### src/rtl/obstacle_painter.sv
// Rectangle raster engine for the 160x120x3 image memory: one pixel write per clock, busy/done handshake.
// Optional border-only painting is enabled by defining OBSTACLE_OUTLINE_EN.
module obstacle_painter #(
  parameter logic [7:0] XMAX = 8'd159,
  parameter logic [6:0] YMAX = 7'd119
) (
  input  logic       clk,
  input  logic       resetn,
  input  logic       start,
  input  logic [7:0] x0,
  input  logic [7:0] x1,
  input  logic [6:0] y0,
  input  logic [6:0] y1,
  input  logic [2:0] color,
  input  logic       outline,
  output logic       busy,
  output logic       done,
  output logic [7:0] x_write,
  output logic [6:0] y_write,
  output logic [2:0] color_in,
  output logic       wren
);

  typedef enum logic [1:0] {IDLE, LOAD, FILL, FIN} state_t;

  state_t     state, state_n;
  logic [7:0] lx0, lx1, cx, cx_n;
  logic [6:0] ly0, ly1, cy, cy_n;
  logic [2:0] lcol;
  logic       busy_n, done_n, wren_n, accept;
  logic [7:0] xl, xh_raw, xh;
  logic [6:0] yl, yh_raw, yh;

`ifdef OBSTACLE_OUTLINE_EN
  logic lout;
`else
  logic unused_outline;
  assign unused_outline = outline;
`endif

  // Bounds are derived from the latched corners every cycle rather than stored.
  assign xl     = (lx0 < lx1) ? lx0 : lx1;
  assign xh_raw = (lx0 < lx1) ? lx1 : lx0;
  assign xh     = (xh_raw > XMAX) ? XMAX : xh_raw;
  assign yl     = (ly0 < ly1) ? ly0 : ly1;
  assign yh_raw = (ly0 < ly1) ? ly1 : ly0;
  assign yh     = (yh_raw > YMAX) ? YMAX : yh_raw;

  assign accept = (state == IDLE) && start;

  always_comb begin
    state_n = state;
    cx_n    = cx;
    cy_n    = cy;
    busy_n  = busy;
    done_n  = 1'b0;
    wren_n  = 1'b0;
    case (state)
      IDLE: if (start) begin
        state_n = LOAD;
        busy_n  = 1'b1;
      end
      LOAD: if (xl > XMAX || yl > YMAX) begin
        state_n = FIN;
        done_n  = 1'b1;
      end else begin
        state_n = FILL;
        cx_n    = xl;
        cy_n    = yl;
      end
      FILL: if (cx == xh && cy == yh) begin
        state_n = FIN;
        done_n  = 1'b1;
      end else if (cx == xh) begin
        cx_n = xl;
        cy_n = cy + 7'd1;
      end else begin
        cx_n = cx + 8'd1;
      end
      FIN: begin
        state_n = IDLE;
        busy_n  = 1'b0;
      end
      default: state_n = IDLE;
    endcase
    // Strobe is registered alongside the address it qualifies.
`ifdef OBSTACLE_OUTLINE_EN
    wren_n = (state_n == FILL) &&
             (!lout || cx_n == xl || cx_n == xh || cy_n == yl || cy_n == yh);
`else
    wren_n = (state_n == FILL);
`endif
  end

  always_ff @(posedge clk or negedge resetn) begin
    if (!resetn) begin
      state <= IDLE;
      busy  <= 1'b0;
      done  <= 1'b0;
      wren  <= 1'b0;
      cx    <= '0;
      cy    <= '0;
      lx0   <= '0;
      lx1   <= '0;
      ly0   <= '0;
      ly1   <= '0;
      lcol  <= '0;
`ifdef OBSTACLE_OUTLINE_EN
      lout  <= 1'b0;
`endif
    end else begin
      state <= state_n;
      busy  <= busy_n;
      done  <= done_n;
      wren  <= wren_n;
      cx    <= cx_n;
      cy    <= cy_n;
      if (accept) begin
        lx0  <= x0;
        lx1  <= x1;
        ly0  <= y0;
        ly1  <= y1;
        lcol <= color;
`ifdef OBSTACLE_OUTLINE_EN
        lout <= outline;
`endif
      end
    end
  end

  assign x_write  = cx;
  assign y_write  = cy;
  assign color_in = lcol;

endmodule

### config.mk
export PLATFORM = sky130hd
export DESIGN_NAME = obstacle_painter
export DESIGN_NICKNAME = d
export VERILOG_FILES = /design/src/rtl/obstacle_painter.sv
export SDC_FILE = /design/constraint.sdc
export NUM_CORES = 1
export LEC_CHECK = 0
export ABC_AREA = 1
export CORE_ASPECT_RATIO = 1.75
export CORE_MARGIN = 2
export CORE_UTILIZATION = 55
export DETAILED_ROUTE_END_ITERATION = 10
export PLACE_DENSITY = 0.81
export SETUP_SLACK_MARGIN = 0.1
export SLEW_MARGIN = 25
export SYNTH_ARGS = -nofsm -noshare
export SYNTH_HDL_FRONTEND = slang
export SYNTH_SLANG_ARGS = --single-unit
### constraint.sdc
create_clock -name clk -period 7.5 [get_ports clk]
set_input_delay 2.25 -clock clk [delete_from_list [all_inputs] [get_ports clk]]
set_output_delay 2.25 -clock clk [all_outputs]
set_load 0.03 [all_outputs]
==> flow_metrics.tcl <==
set metrics [dict create \
    yosysUniqueCellTypes 35 \
    ys_warn_count 0 \
    dp_cells 669 \
    seq_area_frac_synth_pct 35.7 \
    grt_pass1_wl_mm 15.6 \
    avgViaCountPerCell 5.35 \
    worstPathRequired_ns 5.25 \
    synth_cells 545 \
    crit_arrival_ns 1.55 \
    syn_to_final_growth_pct 19.6 \
    diodes 0 \
    ff2ff_setup_slack_ns 4.29 \
    final_cell_count_no_fill 676 \
    ios 58 \
    worst_path_max_delay_cell "clkdlybuf4s50_1" \
    layout-drive-gt1-share_pct 5.22 \
    numCtsBuffers 5 \
    cp-end-kind "output pin" \
    cpPeakStageDelay_ns 0.73 \
    grt_setup_unrepaired "false" \
    hold_class "reg2reg" \
    syn_nets 601 \
    r2r-end "x_write[1]$_DFFE_PN0P_" \
    max_slew_margin_pct 53.1 \
    timing.final.max_slew_violations 0 \
    reg2reg_depth 20 \
    maxCapViolCount 0 \
    die-area_um2 7450 \
    crit_type "reg2out" \
    die_width_um 66.1 \
    drt_iter0_drc 179 \
    worstMarginPinSlew_ns 0.703 \
    dr_total_vias 3616 \
    start_util_pct 56.8 \
    crit_start "x_write[6]$_DFFE_PN0P_" \
    io_buffers 56 \
    finalNetCount 650 \
    status "complete, no violations" \
    hold_buffers 0 \
    crit_cells 1 \
    drtAntennaViolNets 0 \
    ctsRootBufferMaster "clkbuf_16" \
    worstSetupEndpoint "x_write[6]" \
    timing.final.hold_violations 0 \
    place.gp.congestion 0.909 \
    track_usage_pct 26.8 \
    fmax_ghz 0.263 \
    post_drt_wl_per_cell_um 13.2 \
    cts_resized 0 \
    path_max_fanout 8 \
    path_cells "clkdlybuf4s50_1" \
    clk_pin_slew_ns 0.06 \
    syn_area_per_cell_um2 6.81 \
    setup_viol 0 \
    period_needed_ns 3.80 \
    r2r_start "ly1[2]$_DFFE_PN0P_" \
    post-route-period-util_pct 50.6 \
    die_h_um 113 \
    grt_overflow 0 \
    drc 0 \
    dr.pass1.iters 5 \
    syn_area_um2 3710 \
    critPathBufInv 1 \
    startpoint_type "flop" \
    design_area_um2 4440 \
    antenna_found_initial 0 \
    cts_tree "done" \
    grt_max_degree 54 \
    crit_family "buffers and inverters" \
    finalSetupTns_ns 0 \
    clock-sinks 53 \
    fin_skew_ns 0.00458 \
    dp.final_hpwl_mm 6.79 \
    synth-seq-cells 53 \
    grt_pass1_vias 3724 \
    postCtsSetupBuffers 0 \
    totalWireLength_mm 8.92 \
    placed_cell_area_um2 4300 \
    core-area_um2 6540 \
    worstSkewPairLatency_ns 0.29 \
    htreeDepth 2 \
    cts_buffer_depth 2 \
    fp-row-count 39 \
]
[through the flow]
step	hold WS, ns	setup slack, ns	util [%]
after floorplan	0.488	4.48	-
after global placement	0.466	3.44	65.7
after detailed placement	0.474	3.44	65.7
after CTS	0.490	3.69	67.9
after global routing	0.515	3.58	67.9
final	0.489	3.70	67.9
[logic make-up (layout without fill, tap and decap cells)]
family                     count (synthesis)  count (layout)  synth area share (%)
DFF                                       53              53                  35.7
AOI/OAI and AO/OA                         79              79                  11.8
xor gates and xnor gates                   9               9                  2.12
adders and majority gates                 19              19                  6.41
buffers and inverters                     82             131                  9.17
and+or+nand+nor                          303             303                  34.8
[flip-flops by register name, indices dropped and copies added, names as in the netlist]
name	count
done	1
color_in	3
y_write	7
ly1	7
wren	1
state	2
lx0	8
busy	1
x_write	8
ly0	7
lx1	8
[per-layer routing]
| layer | wire length, um | vias up | global-route usage [%] |
|---|---|---|---|
| met4 | 389 | 0 | 15.4 |
| met3 | 338 | 29 | 3.51 |
| met2 | 5040 | 94 | 51.1 |
| met1 | 3150 | 1670 | 25.9 |
| met5 | 0 | - | 0 |
| li1 | - | 1823 | - |
[cells in the final DEF, fill, tap and decap left out, types with 2 or more instances in the layout]
cell,count
nand2_1,210
inv_1,63
clkdlybuf4s50_1,55
o21ai_0,53
dfrtp_1,53
nand3_1,47
nor2_1,22
ha_1,19
o21ai_1,9
a21oi_1,8
xor2_1,8
nand2_2,5
clkbuf_16,5
nor2_2,4
nand2_4,3
nand3b_1,3
nor3_1,3
buf_4,3
o21a_1,2
nand3_2,2
[synthesized netlist by cell type]
master	count	area share (%)
a21o_1	1	0.20
inv_1	63	6.4
nand2_2	5	0.84
xnor2_1	1	0.24
o41ai_2	1	0.44
nand2_1	210	21
a21oi_1	8	1.1
nor2_2	4	0.67
o32ai_1	1	0.24
nor2_1	22	2.2
o21ai_4	1	0.44
o21ai_2	1	0.24
clkbuf_1	10	1.0
inv_2	1	0.10
or2_2	1	0.17
buf_2	2	0.27
nor3_1	3	0.40
buf_6	3	0.91
nand4_1	1	0.17
nand2_4	3	0.91
dfrtp_1	53	36
o21a_1	2	0.40
nand3_4	1	0.47
xor2_1	8	1.9
and3_1	1	0.17
nand3b_1	3	0.61
nand3_2	2	0.54
a21oi_2	1	0.24
o21ai_0	53	7.1
buf_4	2	0.40
ha_1	19	6.4
clkinv_1	1	0.10
nand3_1	47	6.3
o22ai_1	1	0.17
o21ai_1	9	1.2
[how the worst min path moves through the flow]
| stage | slack [ns] | startpoint | end | depth (start not counted) |
|---|---|---|---|---|
| 4_1_cts | 0.49 | color_in[0]$_DFFE_PN0P_ | color_in[0]$_DFFE_PN0P_ | 2 |
| 3_3_place_gp | 0.47 | color_in[1]$_DFFE_PN0P_ | color_in[1]$_DFFE_PN0P_ | 2 |
| 3_5_place_dp | 0.47 | color_in[1]$_DFFE_PN0P_ | color_in[1]$_DFFE_PN0P_ | 2 |
| 6_report | 0.49 | color_in[0]$_DFFE_PN0P_ | color_in[0]$_DFFE_PN0P_ | 2 |
| 2_1_floorplan | 0.49 | ly0[1]$_DFFE_PN0P_ | ly0[1]$_DFFE_PN0P_ | 2 |
| 5_1_grt | 0.51 | color_in[2]$_DFFE_PN0P_ | color_in[2]$_DFFE_PN0P_ | 2 |
[cell type report]
type	count	area (um^2)
fill	566	2100
sequential	53	1330
tap	82	103
clock buffer	7	143
timing repair buffer	59	578
inverter	65	244
multi-input combinational	410	2040
Power is not shown: default switching activity piles up to over one toggle a cycle in this logic, so the estimate is an artifact.
